`src/rtl/riscv_wb_sched.sv`:
```
// riscv_wb_sched: writeback scheduler and register scoreboard.
// Shares the single regfile write port (rd0) between NUM_SRC
// producers with round-robin valid/ready arbitration and one
// registered stage; tracks in-flight destinations for stalls.
// Ports:
//   clk_i, rst_i        clock, synchronous active-high reset
//   src_valid_i/ready_o per-producer handshake (ready one-hot)
//   src_rd_i/value_i    packed dest reg / result per producer
//   rd0_o, rd0_value_o  regfile write index (0 = none) and data
//   issue_valid_i/rd_i  dispatched instruction marks rd pending
//   chk_ra/rb/rd_i      operands of the instruction waiting
//   stall_o, pending_o  hazard flag and scoreboard bitmap
module riscv_wb_sched #(
    parameter int NUM_SRC = 3
) (
    input  logic                  clk_i,
    input  logic                  rst_i,
    input  logic [NUM_SRC-1:0]    src_valid_i,
    input  logic [5*NUM_SRC-1:0]  src_rd_i,
    input  logic [32*NUM_SRC-1:0] src_value_i,
    output logic [NUM_SRC-1:0]    src_ready_o,
    output logic [4:0]            rd0_o,
    output logic [31:0]           rd0_value_o,
    input  logic                  issue_valid_i,
    input  logic [4:0]            issue_rd_i,
    input  logic [4:0]            chk_ra_i,
    input  logic [4:0]            chk_rb_i,
    input  logic [4:0]            chk_rd_i,
    output logic                  stall_o,
    output logic [31:0]           pending_o
);

    localparam int PTR_W = $clog2(NUM_SRC);

    logic [PTR_W-1:0] rr_q;
    logic [PTR_W-1:0] rr_d;
    logic [PTR_W-1:0] gnt_idx;
    logic             found;
    int               scan_idx;

    logic [4:0]       rd_arr  [NUM_SRC];
    logic [31:0]      val_arr [NUM_SRC];
    logic [4:0]       sel_rd;
    logic [31:0]      sel_val;

    logic [31:0]      pend_q;
    logic [31:0]      pend_d;

    always_comb begin
        for (int i = 0; i < NUM_SRC; i++) begin
            rd_arr[i]  = src_rd_i[5*i +: 5];
            val_arr[i] = src_value_i[32*i +: 32];
        end
    end

    // Scan from rr_q upward with wrap; the first valid wins.
    always_comb begin
        found    = 1'b0;
        gnt_idx  = '0;
        scan_idx = 0;
        for (int i = 0; i < NUM_SRC; i++) begin
            scan_idx = int'(rr_q) + i;
            if (scan_idx >= NUM_SRC) begin
                scan_idx = scan_idx - NUM_SRC;
            end
            if (!found && src_valid_i[PTR_W'(scan_idx)]) begin
                found   = 1'b1;
                gnt_idx = PTR_W'(scan_idx);
            end
        end
    end

    always_comb begin
        src_ready_o = '0;
        if (found && !rst_i) begin
            src_ready_o[gnt_idx] = 1'b1;
        end
    end

    assign sel_rd  = rd_arr[gnt_idx];
    assign sel_val = val_arr[gnt_idx];

    assign rr_d = (gnt_idx == PTR_W'(NUM_SRC - 1))
                ? '0
                : gnt_idx + 1'b1;

    // Clear for the write leaving now, then set for the new
    // issue so a newer producer of the same reg stays tracked.
    always_comb begin
        pend_d = pend_q;
        if (rd0_o != 5'd0) begin
            pend_d[rd0_o] = 1'b0;
        end
        if (issue_valid_i && issue_rd_i != 5'd0) begin
            pend_d[issue_rd_i] = 1'b1;
        end
        pend_d[0] = 1'b0;
    end

    always_ff @(posedge clk_i) begin
        if (rst_i) begin
            rr_q        <= '0;
            rd0_o       <= '0;
            rd0_value_o <= '0;
            pend_q      <= '0;
        end else begin
            pend_q <= pend_d;
            if (found) begin
                rr_q        <= rr_d;
                rd0_o       <= sel_rd;
                rd0_value_o <= sel_val;
            end else begin
                rd0_o       <= '0;
                rd0_value_o <= '0;
            end
        end
    end

    // The register being written this cycle is still pending:
    // the read port returns the old value until the edge.
    assign stall_o = !rst_i
                   & (pend_q[chk_ra_i]
                    | pend_q[chk_rb_i]
                    | pend_q[chk_rd_i]);

    assign pending_o = pend_q;

    always @(posedge clk_i) begin
        if (!rst_i) begin
            a_one_ready: assert ($onehot0(src_ready_o))
                else $error("more than one src_ready_o");
            if (rd0_o != 5'd0) begin
                a_wr_pend: assert (pend_q[rd0_o])
                    else $error("write to non-pending rd");
            end
        end
    end

endmodule

```
`config.mk`:
```
export PLATFORM = sky130hd
export DESIGN_NAME = riscv_wb_sched
export DESIGN_NICKNAME = d
export VERILOG_FILES = /design/src/rtl/riscv_wb_sched.sv
export SDC_FILE = /design/constraint.sdc
export NUM_CORES = 1
export LEC_CHECK = 0
export ABC_AREA = 1
export ABC_CLOCK_PERIOD_IN_PS = 4500
export CAP_MARGIN = 10
export CORE_ASPECT_RATIO = 2
export CORE_MARGIN = 3
export CORE_UTILIZATION = 45
export CTS_CLUSTER_SIZE = 25
export DETAILED_ROUTE_END_ITERATION = 10
export GPL_TIMING_DRIVEN = 0
export HOLD_SLACK_MARGIN = 0.15
export PLACE_DENSITY = 0.95
export SETUP_SLACK_MARGIN = 0.02
export SKIP_CTS_REPAIR_TIMING = 1
export SKIP_LAST_GASP = 1
export SLEW_MARGIN = 20
export SYNTH_ARGS = -nofsm -noshare
export SYNTH_HDL_FRONTEND = slang
export SYNTH_SLANG_ARGS = --single-unit
```
`constraint.sdc`:
```
create_clock -name clk_i -period 4.5 [get_ports clk_i]
set_input_delay 0.9 -clock clk_i [delete_from_list [all_inputs] [get_ports clk_i]]
set_output_delay 0.9 -clock clk_i [all_outputs]
set_load 0.01 [all_outputs]
```
==> summary.md <==
| Metric | Value |
|---|---|
| Met1 usage | about 32% |
| Placed cell areas | 6500 um2 |
| # diodes | 0 |
| Worst-path clk slew | 0.06 ns |
| First-pass GRT wire length | 28500 um |
| Maxcap violations | 0 |
| Initial antenna violation count | 0 |
| Ys async rst share | 0% |
| Post-synthesis sequential area ratio | approximately 32% |
| Die Span X | 75.5 um |
| GPL Wtd Cong | 1.03 |
| Sequential cell area | 1400 um2 |
| Layout Cells excl Fill | 1036 |
| Min-Delay Path Class | reg2reg |
| Clock buffer depth | 2 |
| Total power | ~0.0038 W |
| I/O pin cnt | 210 |
| Port-buffer cells | 202 |
| Commonest cells in the netlist | nand2_1, nand3_1, dfxtp_1, inv_1 |
| Critical Path Fanout Max | 10 |
| Post-route cell area | slightly below 7000 um2 |
| Die H | between 100 and 150 um |
| Routed Antenna Nets | 0 |
| DRC violations left | 0 |
| Starting DRT DRC Count | around 380 |
| Fraction of layout cells with a size suffix above 1 | 6.12% |
| #FFs+latches synth | 70 |
| Syn_nets | 855 |
| TritonCTS clock tree | built |
| Synth Area per Inst | between 6 and 7 um2 |
| Max VDD drop | around 0.61 mV |
| Global route hottest layer | met2 |
| Detailed placement HPWL | between 10000 and 15000 um |
| Multi-input gate area | approximately 2500 um2 |
| Met3 Track Usage GR | 5.69% |
| Main area contributors after synthesis | dfxtp_1, nand2_1, nand3_1 |
| Nets | 1068 |
| Clk Tree Root Cell | clkbuf_16 |
| Tcrit/Tclk final | 95.2% |
| Total Neg Setup Slack | 0 ns |
| H-tree levels | 3 |
| Count leader, synth | nand2_1 |
| Actual slew at the worst max-slew pin | 1.15 ns |
| Slew Limit Fails | 0 |
| Outcome | finished clean |
| Post-synth EDFFs | 0 |
| Max_slew headroom | 22.8% |
| Clk_lat worst skew | 0.33 ns |
| Leakage | ~2.9 nW |
| Syn Std Cell Area | 4350 um2 |
| Cell taking the most area after synthesis | dfxtp_1 |
| Routed via count | about 5700 |
| Drt first pass iters | 5 |
| Starting density of the core | ~46% |
| Fillers | 757 |
| CP arrival | 3.38 ns |
| Total track usage | 33.9% |
| Power Dens Cells | ~550 nW/um2 |
| Gate Count Post-Synth | between 700 and 800 |
| Total wire length | roughly 17000 um |
| Grt met2 use | 62.0% |
| Mean routed wirelength per cell | 16.9 um |
| Sink Count | 70 |
| Inst Count DP | 1020 |
| Placement Setup Slack | between 0.2 and 0.25 ns |
| Worst Clk Skew | 0.00630 ns |
| Area grow syn2layout | 57.2% |
| Unrepaired setup endpoints after global routing | no |
| Critical path startpoint category | input pin |
| Vias per cell | between 5 and 6 |
| Total global routing overflow | 0 |
| Final setup viols | 0 |
| Number of global-route vias before repair | 5844 |
| Yosys warning count | 0 |
| Synth unique cells | 28 |
| Critical Setup Path Class | in2out |
| Tmin final | 4.28 ns |
| Row cnt | 50 |
| Final Hold Viols | 0 |
| Die Area | 10900 um2 |
| Worst Setup End Kind | primary output |
| Critical Path RT | 3.60 ns |
| Main synth FF type | dfxtp_1 |
| CTS Buf Count | 9 |
| Largest net degree at the start of global routing | 13 |
| Post-synth top area share | between 30% and 40% |
| Core footprint | 9380 um2 |
| Worst Slack Setup Final | 0.217 ns |
| Fmax | 233 MHz |
-- layer usage --
layer,wire length [um],vias to the layer above
met5,0,-
met4,1160,0
met3,1100,93
met2,9930,324
met1,5270,2524
li1,-,2761
-- stage by stage --
step | hold slack, ns | utilization, %
4_1_cts | 0.514 | 72.7
5_1_grt | 0.556 | 72.9
6_report | 0.515 | 72.9
2_1_floorplan | 0.509 | -
3_3_place_gp | 0.502 | 69.3
3_5_place_dp | 0.506 | 69.3
-- layout make-up --
type                            count  area share [%]
Multi-Input combinational cell    543            37.1
Clock inverter                      5            1.21
Timing Repair Buffer              202            29.6
Inverter                           69            3.79
Buffer                             32            2.36
Sequential cell                    70            20.5
Tap cell                          104            1.90
Clock buffer                       11            3.55
-- registers in the layout (all words and copies together) (netlist names) --
| signal | cells |
|---|---|
| pending_o | 31 |
| rd0_o | 5 |
| rd0_value_o | 32 |
| rr_q | 2 |
-- critical path, cell delays in order --
cell	delay, ns
clkdlybuf4s50_1	0.58
inv_1	0.08
o21ai_2	0.19
nand2_4	0.12
nand3_2	0.12
nand2_2	0.21
nor3_4	0.41
buf_6	0.22
clkdlybuf4s50_1	0.55
-- final timing paths --
kind                        from              to  slack, ns  cells after the start
setup / recovery  src_valid_i[2]  src_ready_o[1]       0.22                      9
hold / removal      pending_o[3]    pending_o[3]       0.52                      2
setup reg to reg         rr_q[0]  rd0_value_o[1]       2.00                     11
hold reg to reg     pending_o[3]    pending_o[3]       0.52                      2
-- power breakdown --
group / leakage (nW) / total [W] / switching (W) / internal (W)
sequential: 0.573 / 0.000831 / 0.0000654 / 0.000765
combinational: 2.15 / 0.00215 / 0.00133 / 0.000825
clock: 0.160 / 0.000771 / 0.000270 / 0.000502
-- cells by family after synthesis --
logic type / count (synthesis) / synth area share [%]
AO/OA/AOI/OAI: 77 / 9.18
adder cells (fa/ha/maj): 4 / 1.15
AND/OR/NAND/NOR: 461 / 47.7
flip-flops: 70 / 32.2
other: 1 / 0.0862
buffers and inverters: 101 / 9.64
-- cells in the final DEF (no fill, tap or decap), types with 4 or more instances in the layout --
cell type        netlist  layout
clkbuf_16              0       9
clkdlybuf4s50_1        0     202
nor2_1                18      18
ha_1                   4       4
dfxtp_1               70      70
o21ai_0               36      36
a21oi_1               36      36
nand2_2                4       4
inv_1                 63      63
nor3_1                19      17
nand4_1               19      19
clkbuf_1              18      18
nand3_1              128     128
nand2_1              258     258
buf_4                  4       4
inv_2                  6       6
buf_2                  8       8
No activity file was read; power rests on OpenSTA's default activity.
